==> src/rtl/snd_pkg.sv <==
// Shared FSM state encodings and COMMAND codes for the sound VRAM reader.
package snd_pkg;

  typedef enum logic [1:0] {
    ST_IDLE = 2'b00,
    ST_WAIT = 2'b01,
    ST_ADDR = 2'b10,
    ST_DATA = 2'b11
  } state_t;

  localparam logic [1:0] CMD_NOP   = 2'b00;
  localparam logic [1:0] CMD_START = 2'b01;
  localparam logic [1:0] CMD_STOP  = 2'b10;

endpackage

==> src/rtl/snd_burst_calc.sv <==
// Next-burst sizing: beats = min(BURST_LEN, remaining bytes / BEAT_BYTES).
module snd_burst_calc #(
  parameter int ADDR_W     = 32,
  parameter int BEAT_BYTES = 4,
  parameter int BURST_LEN  = 64
) (
  input  logic [ADDR_W-1:0] i_size,
  input  logic [ADDR_W-1:0] i_offset,
  output logic [8:0]        o_len,
  output logic [7:0]        o_arlen,
  output logic [ADDR_W-1:0] o_bytes,
  output logic              o_last
);

  localparam int SH = $clog2(BEAT_BYTES);

  logic [ADDR_W-1:0] w_rem;
  logic [ADDR_W-1:0] w_rem_beats;

  assign w_rem       = i_size - i_offset;
  assign w_rem_beats = w_rem >> SH;
  assign o_len       = (w_rem_beats >= ADDR_W'(BURST_LEN)) ? 9'(BURST_LEN) : 9'(w_rem_beats);
  assign o_arlen     = 8'(o_len - 9'd1);
  assign o_bytes     = ADDR_W'(o_len) << SH;
  // This burst consumes everything that is left of the sound.
  assign o_last      = (o_bytes == w_rem);

endmodule

==> src/rtl/snd_vramrd.sv <==
// AXI read master streaming a sound buffer from VRAM into a downstream FIFO,
// one burst outstanding, issuing a burst only when FIFO space is reserved.
import snd_pkg::*;

module snd_vramrd #(
  parameter int ADDR_W     = 32,
  parameter int BEAT_BYTES = 4,
  parameter int BURST_LEN  = 64,
  parameter int FIFO_DEPTH = 1024,
  parameter int CNT_W      = 11
) (
  input  logic              ACLK,
  input  logic              ARESETN,
  output logic [ADDR_W-1:0] ARADDR,
  output logic [7:0]        ARLEN,
  output logic              ARVALID,
  input  logic              ARREADY,
  input  logic              RVALID,
  input  logic              RLAST,
  input  logic [1:0]        RRESP,
  output logic              RREADY,
  input  logic [ADDR_W-1:0] SNDADDR,
  input  logic [ADDR_W-1:0] SNDSIZE,
  input  logic              LOOP,
  input  logic [1:0]        COMMAND,
  input  logic [CNT_W-1:0]  FIFOCNT,
  output logic              BUSY,
  output logic              DONE,
  output logic              ERR
);

  localparam logic [ADDR_W-1:0] ALIGN_MASK = ~(ADDR_W'(BEAT_BYTES - 1));

  state_t r_state;
  state_t w_state_next;

  logic [ADDR_W-1:0] r_base;
  logic [ADDR_W-1:0] r_size;
  logic [ADDR_W-1:0] r_offset;
  logic [ADDR_W-1:0] r_araddr;
  logic [7:0]        r_arlen;
  logic              r_loop;
  logic              r_stop;
  logic              r_err;
  logic              r_done;

  logic [8:0]        w_len;
  logic [7:0]        w_arlen;
  logic [ADDR_W-1:0] w_bytes;
  logic              w_last;
  logic [ADDR_W-1:0] w_size_al;
  logic              w_start;
  logic              w_stop_cmd;
  logic              w_space_ok;
  logic              w_last_beat;
  logic              w_bad_beat;
  logic              w_abort;

  snd_burst_calc #(
    .ADDR_W     (ADDR_W),
    .BEAT_BYTES (BEAT_BYTES),
    .BURST_LEN  (BURST_LEN)
  ) u_calc (
    .i_size   (r_size),
    .i_offset (r_offset),
    .o_len    (w_len),
    .o_arlen  (w_arlen),
    .o_bytes  (w_bytes),
    .o_last   (w_last)
  );

  assign w_size_al   = SNDSIZE & ALIGN_MASK;
  assign w_start     = (COMMAND == CMD_START) && (w_size_al != '0);
  assign w_stop_cmd  = (COMMAND == CMD_STOP);
  assign w_space_ok  = (32'(FIFOCNT) + 32'(w_len)) <= 32'(FIFO_DEPTH);
  assign w_last_beat = (r_state == ST_DATA) && RVALID && RLAST;
  assign w_bad_beat  = (r_state == ST_DATA) && RVALID && (RRESP != 2'b00);
  // Any stop request or bad response ends the run once the burst has drained.
  assign w_abort     = r_stop || w_stop_cmd || r_err || w_bad_beat;

  always_ff @(posedge ACLK) begin
    if (!ARESETN) r_state <= ST_IDLE;
    else          r_state <= w_state_next;
  end

  always_comb begin
    w_state_next = r_state;
    ARVALID      = 1'b0;
    RREADY       = 1'b0;
    BUSY         = 1'b1;
    case (r_state)
      ST_IDLE: begin
        BUSY = 1'b0;
        if (w_start) w_state_next = ST_WAIT;
      end
      ST_WAIT: begin
        if (w_stop_cmd)      w_state_next = ST_IDLE;
        else if (w_space_ok) w_state_next = ST_ADDR;
      end
      ST_ADDR: begin
        ARVALID = 1'b1;
        if (ARREADY) w_state_next = ST_DATA;
      end
      ST_DATA: begin
        RREADY = 1'b1;
        if (w_last_beat) begin
          if (w_abort || (w_last && !r_loop)) w_state_next = ST_IDLE;
          else                                 w_state_next = ST_WAIT;
        end
      end
      default: w_state_next = ST_IDLE;
    endcase
  end

  always_ff @(posedge ACLK) begin
    if (!ARESETN) begin
      r_base   <= '0;
      r_size   <= '0;
      r_offset <= '0;
      r_araddr <= '0;
      r_arlen  <= '0;
      r_loop   <= 1'b0;
      r_stop   <= 1'b0;
      r_err    <= 1'b0;
      r_done   <= 1'b0;
    end else begin
      r_done <= 1'b0;
      case (r_state)
        ST_IDLE: begin
          if (w_start) begin
            r_base   <= SNDADDR & ALIGN_MASK;
            r_size   <= w_size_al;
            r_loop   <= LOOP;
            r_offset <= '0;
            r_stop   <= 1'b0;
            r_err    <= 1'b0;
          end
        end
        ST_WAIT: begin
          if (!w_stop_cmd && w_space_ok) begin
            r_araddr <= r_base + r_offset;
            r_arlen  <= w_arlen;
          end
        end
        ST_ADDR: begin
          if (w_stop_cmd) r_stop <= 1'b1;
        end
        ST_DATA: begin
          if (w_bad_beat) r_err <= 1'b1;
          if (w_last_beat) begin
            r_stop   <= 1'b0;
            r_offset <= w_last ? '0 : r_offset + w_bytes;
            if (w_last && !r_loop && !w_abort) r_done <= 1'b1;
          end else if (w_stop_cmd) begin
            r_stop <= 1'b1;
          end
        end
        default: ;
      endcase
    end
  end

  assign ARADDR = r_araddr;
  assign ARLEN  = r_arlen;
  assign DONE   = r_done;
  assign ERR    = r_err;

endmodule

==> config.mk <==
export PLATFORM = sky130hd
export DESIGN_NAME = snd_vramrd
export DESIGN_NICKNAME = d
export VERILOG_FILES = /design/src/rtl/snd_pkg.sv /design/src/rtl/snd_burst_calc.sv /design/src/rtl/snd_vramrd.sv
export SDC_FILE = /design/constraint.sdc
export NUM_CORES = 1
export LEC_CHECK = 0
export CAP_MARGIN = 20
export CORE_ASPECT_RATIO = 1.75
export CORE_MARGIN = 2
export CORE_UTILIZATION = 56
export DETAILED_ROUTE_END_ITERATION = 8
export PLACE_DENSITY = 0.84
export REMOVE_ABC_BUFFERS = 1
export SKIP_CTS_REPAIR_TIMING = 1
export SYNTH_ARGS = -nofsm -noshare
export SYNTH_HDL_FRONTEND = slang
export SYNTH_SLANG_ARGS = --single-unit
export TNS_END_PERCENT = 50
==> constraint.sdc <==
create_clock -name ACLK -period 7.4 [get_ports ACLK]
set_input_delay 0.74 -clock ACLK [delete_from_list [all_inputs] [get_ports ACLK]]
set_output_delay 0.74 -clock ACLK [all_outputs]
set_load 0.05 [all_outputs]
==> metrics.txt, run 1 <==
vias per cell=between 6 and 7; max-cap violations=0; Final nets=approximately 1,500; grt ovf=0; FILL cells=1,391; GP Congestion=around 0.95; Top Family by Delay on Critical Path=compound AO/OA/AOI/OAI gates; CTS tree=done; layout cells sized above 1=6.47%; slew at the pin closest to its max-slew limit=0.911 ns; synthesis-stage register bit count=134; Clock transition at path regs=0.06 ns; peak supply drop=0.137 mV; final hold vios=0; CTS Buf Count=17; Mapped Area=between 9000 and 10,000 um^2; worst path bufs/invs=2; WS Path Type=register to register; gr usage total=32.6%; Synth top area share=28.1%; vias in the first global route=9,688; pwr dens=between 150 and 200 nW/um^2; Mean Syn Cell Area=7.56 um^2; largest net degree at the start of global routing=roughly 100; Pre-antenna DRT Iters=7; synthesis-to-finish area growth=23.1%; die span in x=103 um; clk buf depth=2; WHS=0.457 ns; Vias=9,807; WP data arrival=7.29 ns; CP Max Fanout=8; max incr delay on CP=0.55 ns; EDFF count, synth=0; Clock Tree Root=clkbuf_16; Power, Total=2.26 mW; post-synthesis sequential area ratio=28.1%; final setup fails=0; Peak Freq=0.144 GHz; Syn. warnings=0; IO Pins=130; Inst Count DP=1,587; global-route wire length before repair=46,000 um; initial antenna violation count=0; die area=18,200 um^2; drt total wl=29,000 um; Clock Skews=about 0.0084 ns; initial core utilization=56.9%; Tcrit/Tclk final=93.7%; Hold/Removal Path Class=register to register; Final ANT Viol Nets=0; Slew HR=39.2%; routed length per instance=roughly 18 um; Sink Count=around 130; setup TNS=0 ns; # diodes=0; startpoint class of the critical path=register; Slew Viols, Final=0; Placement Rows=63; leak pwr=around 4.8 nW; Cell Count, Final, Fillers Out=1,619; PortBufs=123; Tmin final=6.93 ns; Mapped Cells=1,264; Die H=177 um; synth top area cells=dfxtp_1, ha_1, nand2_1; Clock Latency Late Sink=between 0.4 and 0.5 ns; synth unique cells=74; dpl hpwl=between 20,000 and 25,000 um; crit path max-delay cell type=or4_1; Core Box Area=16,800 um^2; Most used DFF post-synth=dfxtp_1; Iter 0 DRT Violations=540; # H-tree levels=4; cell taking the most area after synthesis=dfxtp_1; data required time at the worst endpoint=7.76 ns; Worst setup EP type=register; RSZ-0062 raised after global routing=false; status=completed; Synth async-reset ratio=0%; Residual DRC=0
[final timing paths]
kind / from / endpoint / slack (ns) / cells past startpoint
max reg2reg: r_offset[15] / ARADDR[22] / 0.47 / 25
max: r_offset[15] / ARADDR[22] / 0.47 / 25
min: ARADDR[22] / ARADDR[22] / 0.46 / 2
min reg2reg: ARADDR[22] / ARADDR[22] / 0.46 / 2
[flip-flops by register name, indices dropped and copies added, names as in the netlist, 2 cells and up]
signal,count
r_size,30
r_offset,30
r_state,2
ARADDR,30
ARLEN,8
r_base,30
[cell usage after synthesis (all sizes together), types with 7 or more instances]
cell / number
a2111oi: 7
a21o: 20
a21oi: 144
a31oi: 26
a32oi: 9
and2: 10
and3: 12
buf: 14
clkbuf: 47
dfxtp: 134
ha: 78
inv: 59
mux2i: 30
nand2: 194
nand2b: 13
nand3: 31
nand4: 22
nor2: 98
nor2b: 16
nor3: 26
nor4: 17
o211ai: 15
o21a: 11
o21ai: 68
o21bai: 10
o31ai: 7
or3: 9
or4: 10
xnor2: 37
xor2: 21
[kinds of logic (layout without fill, tap and decap cells)]
kind of cell	count (synthesis)	in the layout	synth area share, %
xor+xnor	58	58	5.32
fa+ha+maj	81	81	10.8
mux	30	30	3.14
simple gates	474	474	23.3
flops	134	134	28.1
other cells	1	6	0.0393
buf+inv	120	243	5.07
compound gates	366	366	24.2
[placed cells by master (no fill, tap or decap), types with 6 or more instances in the layout]
cell	Yosys	layout
or4_1	10	9
nor4_1	16	16
and2_1	10	10
dfxtp_1	134	132
nor2b_1	16	16
a31oi_1	25	25
nand2b_1	13	13
ha_1	78	77
a32oi_1	9	9
or3_1	9	9
and3_1	12	11
mux2i_1	30	30
o21a_1	11	11
clkdlybuf4s50_1	0	123
nand3_1	31	30
o31ai_1	6	6
a21oi_1	140	140
nor2_1	98	97
inv_1	59	58
buf_4	2	28
o21ai_1	13	13
nand2_1	193	193
o21ai_0	54	54
clkbuf_16	0	17
xnor2_1	37	37
nor3_1	26	26
a211oi_1	6	6
o21bai_1	10	10
a21o_1	20	20
conb_1	1	6
o211ai_1	15	15
nand4_1	22	22
xor2_1	21	21
[layout make-up]
class / instances / area [um^2] / share of cell area (%)
tap: 227 / 284 / 2.42
inverter: 59 / 221 / 1.88
timing repair buffer: 153 / 1490 / 12.7
multi-input combinational: 1015 / 6420 / 54.6
clock buffer: 22 / 494 / 4.20
sequential: 134 / 2690 / 22.8
clock inverter: 9 / 163 / 1.38
[power breakdown]
part           total, mW  internal (mW)  leakage, nW  switching [mW]
Combinational      0.558          0.232         3.34           0.326
Clock              0.939          0.610        0.319           0.329
Sequential         0.767          0.747         1.09          0.0194
Total               2.26           1.59         4.75           0.674
[metal layers]
layer  wire [um]  GRT usage, %
met1       10100          32.9
met2       15200          58.6
met3        1550          5.81
met4        2160          22.7
met5           0             0
[per-stage QoR]
step                      worst slack (ns)  cell area [um^2]  utilization, %
after floorplan                      0.118              9310               -
after global placement               0.358             11100            65.9
after detailed placement             0.279             11100            65.9
after CTS                            0.233             11700            69.8
after global routing                0.0508             11800            70.0
final                                0.468             11800            70.0
[tightest hold or removal path, delay by kind of cell, from the launching register on]
family,cells,cell delay (ns)
AND/OR/NAND/NOR,1,0.05
AO/OA/AOI/OAI,1,0.05
flip-flops,1,0.31
Note: power is estimated with default switching activity, not from simulation.
==> run 2: changes to the inputs <==
Settings changed: CORE_UTILIZATION 56 to 58, PLACE_DENSITY 0.84 to 0.86, SYNTH_HIERARCHICAL from default to 1.
==> metrics.txt, run 2 <==
commonest non-fill, non-tap cells in the layout=nand2_1, a21oi_1, dfxtp_1, clkdlybuf4s50_1, nor2_1; status=completed; hold-critical path depth=2 (unchanged); die area=19,800 um^2 (+8.9%); GP Congestion=0.926 (-2.1%); worst r2r src=r_offset[0]; synth unique cells=92 (+24%); reg-to-reg setup timing slack=0.69 ns (+0.22 ns); Mean Syn Cell Area=7.76 um^2 (+2.8%); PortBufs=125 (+1.6%); EDFF count, synth=0 (unchanged); min-delay src=r_base[23]; Peak Freq=0.149 GHz (+3.3%); Top Layer Used=met4; Hold/Removal Path Class=register to register; Clock transition at path regs=0.06 ns (about the same); setup TNS=0 ns (unchanged); global-route wire length before repair=47,400 um (+3.0%); count leader, synth=nand2_1; fin util=68.7% (-1.3 points); synthesis-to-finish area growth=17.1%; data required time at the worst endpoint=7.69 ns (-0.07 ns); CP Max Fanout=28 (+20); final setup fails=0 (unchanged); register area=2760 um^2 (+2.9%); startpoint class of the critical path=register; multi-input logic area=7360 um^2 (+15%); die span in x=107 um (+4.3%); # H-tree levels=4 (unchanged); vias in the first global route=10,100 (+3.8%); Hold Crit Endpoint=r_base[23]; Syn. warnings=6 (+6); gr usage total=30.1% (-2.4 points); Worst R2R End=ARADDR[12]; Core Box Area=18,400 um^2 (+9.7%); commonest cells in the netlist=nand2_1, a21oi_1, dfxtp_1; final hold vios=0 (unchanged); wl on met1=11,000 um (+8.5%); # diodes=0 (unchanged); post-synthesis sequential area ratio=25.6% (-2.5 points); routed length per instance=17.4 um (-2.9%); Synth async-reset ratio=0% (unchanged); Inst Count DP=1,696 (+6.9%); Most used DFF post-synth=dfxtp_1; largest net degree at the start of global routing=76 (-27%); Tmin final=6.71 ns (-0.219 ns); Iter 0 DRT Violations=509 (-5.7%); Worst Setup SP=r_offset[0]; CTS Buf Count=17 (unchanged); most common cell after layout, fill and taps aside=nand2_1; IO Pins=130 (unchanged); grt ovf=0 (unchanged); Pre-antenna DRT Iters=5 (-2); Clock Latency Late Sink=0.43 ns (about the same); RSZ-0062 raised after global routing=false; WS Path Type=register to register; Worst setup EP type=register; drt total wl=30,100 um (+3.7%); leak pwr=5.39 nW (+13%); Final nets=1,667 (+7.8%); layout cells sized above 1=5.64% (-0.83 points); vias per cell=6.02 (-0.67%); Cell Count, Final, Fillers Out=1,728 (+6.7%); Mapped Cells=1,391 (+10%); Sink Count=138 (+3.0%); Residual DRC=0 (unchanged); dpl hpwl=22,400 um (+3.7%); met3 WL=1200 um (-22%); Vias=10,400 (+6.0%); Mapped Area=10,800 um^2 (+13%); Clock Tree Root=clkbuf_16; peak supply drop=0.158 mV (+15%); Slew Viols, Final=0 (unchanged); FILL cells=1,478 (+6.3%); Synth top area share=25.6% (-2.5 points); clk buf depth=2 (unchanged); pwr dens=179 nW/um^2 (-7.0%); Power, Total=2.26 mW (about the same); initial antenna violation count=0 (unchanged); CTS tree=done; cell taking the most area after synthesis=dfxtp_1; synthesis-stage register bit count=138 (+3.0%); Final ANT Viol Nets=0 (unchanged); Die H=185 um (+4.4%); R2R depth=23 (-8.0%); Clock Skews=0.0105 ns (+0.00209 ns); WHS=0.463 ns (+0.00559 ns); slew at the pin closest to its max-slew limit=0.922 ns (+0.0108 ns); DR WL met2=16,300 um (+7.2%); initial core utilization=58.6% (+1.8 points); Slew HR=38.5% (-0.72 points); synth top area cells=dfxtp_1, ha_1, nand2_1; Placement Rows=66 (+4.8%); Tcrit/Tclk final=90.7% (-3.0 points); WP data arrival=7.00 ns (-0.29 ns); max-cap violations=0 (unchanged)
==> run 2: cell types whose count changed after synthesis, moves of 9 or more <==
cell      previous run  this run
nor2_1              98       115
nand2_1            193       204
nor3_1              26        17
clkbuf_1            47        38
a32oi_1              9         0
buf_4                2        35
a31oi_1             25        11
a21o_1              20        46
ha_1                78       101
nand3_1             31        20
a22oi_1              2        22
xor2_1              21        39
==> run 2: worst max-delay path by stage <==
stage | endpoint | cells after the start | slack, ns
after floorplan | ARADDR[26] | 22 | 1.17
after global placement | ARADDR[11] | 23 | 0.94
after detailed placement | ARADDR[14] | 23 | 0.78
after CTS | ARADDR[12] | 23 | 0.74
after global routing | ARADDR[14] | 23 | 0.15
final | ARADDR[12] | 23 | 0.69
==> run 2: worst max-delay path, cell delays in order (launching register included) <==
cell and delay (ns):
dfxtp_1 0.35, ha_1 0.22, fa_1 0.40, nand2b_1 0.18, a21oi_1 0.31, o21ai_0 0.21, a21oi_1 0.36, nor2_1 0.15
o31ai_1 0.34, xor2_1 0.12, nor4_2 0.36, nand3_2 0.39, nor2_1 0.45, ha_1 0.31, a21oi_1 0.24, o211ai_2 0.18
o41ai_2 0.30, o21a_1 0.26, nor3b_1 0.20, mux2i_1 0.11, nand2b_2 0.48, buf_12 0.30, mux2i_1 0.24, nor2_1 0.06
==> run 2: cell type report <==
type                    count  area share [%]
multi-input cells        1121            58.2
flip-flops and latches    138            21.8
repair buffers            131            10.3
clock buffers              20            3.61
well taps                 238            2.35
inverters                  68            2.03
clock inverters            12            1.65
==> run 2: metrics by stage <==
stage	instance area (um^2)	setup WS, ns
2_1_floorplan	10400	1.17
3_3_place_gp	12000	0.935
3_5_place_dp	12000	0.780
4_1_cts	12700	0.743
5_1_grt	12700	0.149
6_report	12700	0.687
==> run 2: power by group <==
group / internal (mW) / switching [mW] / leakage [nW]
Combinational: 0.210 / 0.306 / 3.95
Clock: 0.621 / 0.347 / 0.318
Sequential: 0.765 / 0.0156 / 1.12
Total: 1.60 / 0.668 / 5.39
==> run 2: kinds of logic (layout without fill, tap and decap cells) <==
logic type	after synthesis	after routing	share of synthesized area, %
AND/OR/NAND/NOR	456	456	19.1
AO/OA/AOI/OAI	410	410	25.2
buffers and inverters	160	231	7.38
flip-flops	138	138	25.6
adder cells (fa/ha/maj)	105	105	12.4
XOR/XNOR	82	82	6.65
multiplexers	38	38	3.53
other	2	30	0.0695
==> run 2: layer usage <==
metal | global-route usage [%] | vias to the layer above
met1 | 30.4 | 4894
met5 | 0 | -
met4 | 17.9 | 0
li1 | - | 5054
met3 | 3.96 | 107
met2 | 57.5 | 342
